==> src/rtl/alu_pkg.sv <==
// Shared types for the two-requester ALU scheduler: operand widths, op codes,
// scheduler states and the request bundle latched at issue time.
package alu_pkg;

    localparam int WIDTH = 10;
    localparam int SHW   = 4;

    typedef enum logic [2:0] {
        OP_ADD = 3'b000,
        OP_SUB = 3'b001,
        OP_AND = 3'b010,
        OP_OR  = 3'b011,
        OP_SHL = 3'b100,
        OP_SHR = 3'b110
    } alu_op_e;

    typedef enum logic [1:0] {
        IDLE = 2'd0,
        EXEC = 2'd1,
        RESP = 2'd2
    } sched_state_e;

    typedef struct packed {
        logic [WIDTH-1:0] a;
        logic [WIDTH-1:0] b;
        logic [2:0]       op;
        logic [SHW-1:0]   shl;
        logic [SHW-1:0]   shr;
    } alu_req_t;

endpackage

==> src/rtl/rr_arb2.sv <==
// Two-way round-robin arbiter: a lone requester always wins; on contention the
// requester that was not served last wins.
module rr_arb2 (
    input  logic [1:0] req,
    input  logic       last,
    output logic [1:0] gnt
);

    always_comb begin
        gnt = 2'b00;
        case (req)
            2'b01:   gnt = 2'b01;
            2'b10:   gnt = 2'b10;
            2'b11:   gnt = last ? 2'b01 : 2'b10;
            default: gnt = 2'b00;
        endcase
    end

endmodule

==> src/rtl/alu_rr_scheduler.sv <==
// Shares one combinational ALU between two requesters: round-robin accept,
// registered operand issue, registered result capture and a valid/ready response.
module alu_rr_scheduler #(
    parameter int WIDTH = 10,
    parameter int SHW   = 4,
    parameter int CNTW  = 16
) (
    input  logic             clk,
    input  logic             rst_n,
    input  logic [1:0]       req_valid,
    output logic [1:0]       req_ready,
    input  logic [WIDTH-1:0] req0_a,
    input  logic [WIDTH-1:0] req0_b,
    input  logic [2:0]       req0_op,
    input  logic [SHW-1:0]   req0_shl,
    input  logic [SHW-1:0]   req0_shr,
    input  logic [WIDTH-1:0] req1_a,
    input  logic [WIDTH-1:0] req1_b,
    input  logic [2:0]       req1_op,
    input  logic [SHW-1:0]   req1_shl,
    input  logic [SHW-1:0]   req1_shr,
    output logic [WIDTH-1:0] alu_a,
    output logic [WIDTH-1:0] alu_b,
    output logic [2:0]       alu_control,
    output logic [SHW-1:0]   bits_left,
    output logic [SHW-1:0]   bits_right,
    input  logic [WIDTH-1:0] alu_result,
    input  logic [3:0]       alu_flags,
    output logic             rsp_valid,
    input  logic             rsp_ready,
    output logic             rsp_id,
    output logic [WIDTH-1:0] rsp_result,
    output logic [3:0]       rsp_flags,
    output logic [CNTW-1:0]  op_count,
    output logic             busy
);
    import alu_pkg::*;

    sched_state_e state_reg;
    logic         last_gnt_reg;
    logic [1:0]   gnt;
    alu_req_t     req_sel;

    rr_arb2 u_arb (
        .req  (req_valid),
        .last (last_gnt_reg),
        .gnt  (gnt)
    );

    // The grant is only an accept while idle; otherwise requesters must wait.
    assign req_ready = (state_reg == IDLE) ? gnt : 2'b00;
    assign busy      = (state_reg != IDLE);

    always_comb begin
        req_sel = '{a: req0_a, b: req0_b, op: req0_op, shl: req0_shl, shr: req0_shr};
        if (gnt[1]) begin
            req_sel = '{a: req1_a, b: req1_b, op: req1_op, shl: req1_shl, shr: req1_shr};
        end
    end

    always_ff @(posedge clk or negedge rst_n) begin
        if (!rst_n) begin
            state_reg    <= IDLE;
            last_gnt_reg <= 1'b1;
            alu_a        <= '0;
            alu_b        <= '0;
            alu_control  <= '0;
            bits_left    <= '0;
            bits_right   <= '0;
            rsp_valid    <= 1'b0;
            rsp_id       <= 1'b0;
            rsp_result   <= '0;
            rsp_flags    <= '0;
            op_count     <= '0;
        end else begin
            case (state_reg)
                IDLE: begin
                    if (|gnt) begin
                        alu_a       <= req_sel.a;
                        alu_b       <= req_sel.b;
                        alu_control <= req_sel.op;
                        bits_left   <= req_sel.shl;
                        bits_right  <= req_sel.shr;
                        rsp_id      <= gnt[1];
                        state_reg   <= EXEC;
                    end
                end
                EXEC: begin
                    rsp_result <= alu_result;
                    rsp_flags  <= alu_flags;
                    rsp_valid  <= 1'b1;
                    state_reg  <= RESP;
                end
                RESP: begin
                    // Fairness is updated only once the response actually leaves.
                    if (rsp_ready) begin
                        rsp_valid    <= 1'b0;
                        last_gnt_reg <= rsp_id;
                        op_count     <= op_count + CNTW'(1);
                        state_reg    <= IDLE;
                    end
                end
                default: state_reg <= IDLE;
            endcase
        end
    end

endmodule
==> config.mk <==
export PLATFORM = sky130hd
export DESIGN_NAME = alu_rr_scheduler
export DESIGN_NICKNAME = d
export VERILOG_FILES = /design/src/rtl/alu_pkg.sv /design/src/rtl/rr_arb2.sv /design/src/rtl/alu_rr_scheduler.sv
export SDC_FILE = /design/constraint.sdc
export NUM_CORES = 1
export LEC_CHECK = 0
export CAP_MARGIN = 30
export CORE_ASPECT_RATIO = 0.8
export CORE_UTILIZATION = 40
export DETAILED_ROUTE_END_ITERATION = 16
export PLACE_DENSITY_LB_ADDON = 0.2
export SLEW_MARGIN = 10
export SYNTH_ARGS = -nofsm -noshare
export SYNTH_HDL_FRONTEND = slang
export SYNTH_HIERARCHICAL = 1
export SYNTH_SLANG_ARGS = --single-unit
export TNS_END_PERCENT = 1
==> constraint.sdc <==
create_clock -name clk -period 1.6 [get_ports clk]
set_input_delay 0.48 -clock clk [delete_from_list [all_inputs] [get_ports clk]]
set_output_delay 0.48 -clock clk [all_outputs]
set_load 0.05 [all_outputs]
==> results.cfg <==
[outcome]
status = finished with violations
violations = negative setup slack

[grt]
grt_pass1_vias = 2510
antenna_found_initial = 0
grt_pass1_wl_mm = 12.05
grt_usage_pct = 20.38
grt_max_degree = 67
grt_overflow = 0

[finish]
largest_reg_flops = 16
syn2layout_area_growth_pct = 88.98
multiInputGateArea_um2 = 1184
fill_cells = 435
largest_register = op_count
fin_util_pct = 78.66
fin_nets = 489
register_area_um2 = 1667
final_area_um2 = 5448
fin_cells = 499
drive_above_1_share_pct = 36.17
diodes = 0

[critical_path]
max_stage_delay_ns = 0.54
critPathTopFamily = flip-flops
worstPathCellList = inv_2, a21boi_2, nand2_2, inv_2, buf_12
slowest_stage = dfstp_2
critPathBufInv = 3
reg2regPathDepth = 8
crit_path_frequent_cell = inv_2
reg2reg_from = last_gnt_reg
required_ns = 1.12
critical_path_cell_count = 5
arrival_ns = 1.35
start_kind = register
crit_start = last_gnt_reg
path_class = register to output port
setup.worst_path.end_class = output port
crit_path_max_fanout = 2

[detailed_routing]
routedWlPerCell_um = 15.06
drc = 0
drt_iter0_drc = 78
firstDrtPassIters = 4
vias = 2438
ant_nets = 0
vias_per_cell = 4.886
totalWireLength_mm = 7.516

[logic_synthesis]
synthesis.nets = 325
synthCells = 243
synth_enable_flop_cells = 0
synth_xor_area_share_pct = 4.557
yosys.area_share.simple_pct = 11.11
synth_area_per_cell_um2 = 11.86
synth_compound_area_share_pct = 6.684
yosys_warnings = 6
yosysSeqAreaShare_pct = 57.34
yosysUniqueCellTypes = 32
netlist_area_um2 = 2883
synth_top_family_by_area = multiplexers
synthAdderAreaFrac_pct = 0.4340
synth_ff_type = dfrtp_1
async_flop_share_pct = 100.0
synth_mux_area_share_pct = 17.01
ys_ff_latch = 66

[timing]
slew_headroom_pct = 75.41
fin_skew_ns = 0.004352
setup-tns-final_ns = -2.788
period_share_pct = 114.4
period_needed_ns = 1.831
rsz0062_at_grt = yes
worst_pin_slew_ns = 0.3688
setup_violations = 34
fmax_mhz = 546.3
fin_ws_ns = -0.2305
maxSlewViolCount = 0
hold_violations = 0

[hold_path]
hold_path.class = primary input to asynchronous set/reset pin

[floorplan]
dieArea_um2 = 7553
num_rows = 27
die_w_um = 96.92
start_util_pct = 41.63
die-height_um = 77.93
ioPinCount = 147
core_area_um2 = 6925

[power_and_ir_drop]
p_per_area_nw_per_um2 = 2129
ir_worst_vdd_mv = 1.434
p_leak_nw = 2.447

[placed_design]
gp_congestion = 0.7453
dp_hpwl_mm = 5.617
port_buffers = 146
placed_cells = 478
dpl_cell_area_um2 = 5223

[clocking]
clkSinkCount = 66
htreeDepth = 3
postCtsHoldBufs = 0
insertion_delay_ns = 0.33
cts_buffer_depth = 2
cts_made_buffers = 9
clockRootBuffer = clkbuf_8
cts_tree = built
path_clk_slew_ns = 0.07

[job]
cap_violations = 0
## cell usage after synthesis, types with 3 or more instances
library cell / n / share of area (%)
a21oi_1: 31 / 5.4
dfrtp_1: 65 / 56
mux2_2: 16 / 6.2
nand4_1: 3 / 0.65
xnor2_1: 8 / 2.4
nor2_1: 37 / 4.8
buf_2: 12 / 2.1
xor2_1: 7 / 2.1
nand3_1: 3 / 0.52
inv_1: 5 / 0.65
nand2_1: 3 / 0.39
mux2i_1: 31 / 11
## logic make-up (layout without fill, tap and decap cells)
family / count (synthesis) / count (layout)
AOI/OAI and AO/OA: 36 / 36
xor gates and xnor gates: 15 / 15
adders and majority gates: 1 / 1
buffers and inverters: 18 / 187
DFF: 66 / 66
muxes: 47 / 47
and+or+nand+nor: 60 / 60
## path summary, 6_finish.rpt
kind                                      to  slack [ns]
worst max-delay path            req_ready[0]       -0.23
worst max register to register  bits_left[3]       -0.11
min in group clk                 op_count[9]        0.53
max in group asynchronous       last_gnt_reg        1.12
worst min register to register   op_count[9]        0.53
worst min-delay path             op_count[4]        0.15
## through the flow
stage	power [mW]	setup WS (ns)	hold slack (ns)
floorplan	6.494	-0.03552	0.1844
global placement	10.23	-0.4756	0.4953
detailed placement	10.39	-0.5222	0.5152
CTS	11.64	-0.2391	0.1636
global route	12.10	-0.2901	0.1816
finish	11.60	-0.2305	0.1533
## what timing repair did
item / in CTS / in global routing
setup endpoints to repair: 34 / 37
setup buffers: 1 / 4
pin swaps: 1 / 2
gates resized for setup: 7 / 8
## placed cells by master (no fill, tap or decap), types with 2 or more instances in the layout
master	instances
a21oi_1	31
and3_1	2
buf_12	69
buf_4	17
clkbuf_1	3
clkbuf_8	10
clkdlybuf4s50_1	76
clkinv_2	3
dfrtp_1	54
dfrtp_2	11
inv_1	3
inv_2	2
mux2_2	16
mux2i_1	31
nand2_1	2
nand3_1	3
nand4_1	3
nor2_1	31
nor2_2	6
xnor2_1	8
xor2_1	7
## layer usage
layer | wire, µm | track usage, % | up-vias
met2 | 4003 | 35.56 | 74
met4 | 100 | 7.313 | 0
met1 | 2916 | 22.73 | 1195
met3 | 495 | 7.838 | 8
li1 | - | - | 1161
met5 | 0 | 0 | -
## report_power, final
group	switching, mW	internal [mW]	leakage (nW)
Sequential	0.782	2.38	0.754
Clock	0.608	0.599	0.0872
Combinational	3.67	3.56	1.61
## layout make-up
class                           count  area share, %
Timing Repair Buffer              166          42.33
Clock buffer                       13          2.733
Multi-Input combinational cell    159          21.73
Sequential cell                    66          30.59
Inverter                            5         0.3445
Clock inverter                      3         0.2756
Tap cell                           87          1.998
(Power assumes the default switching activity.)
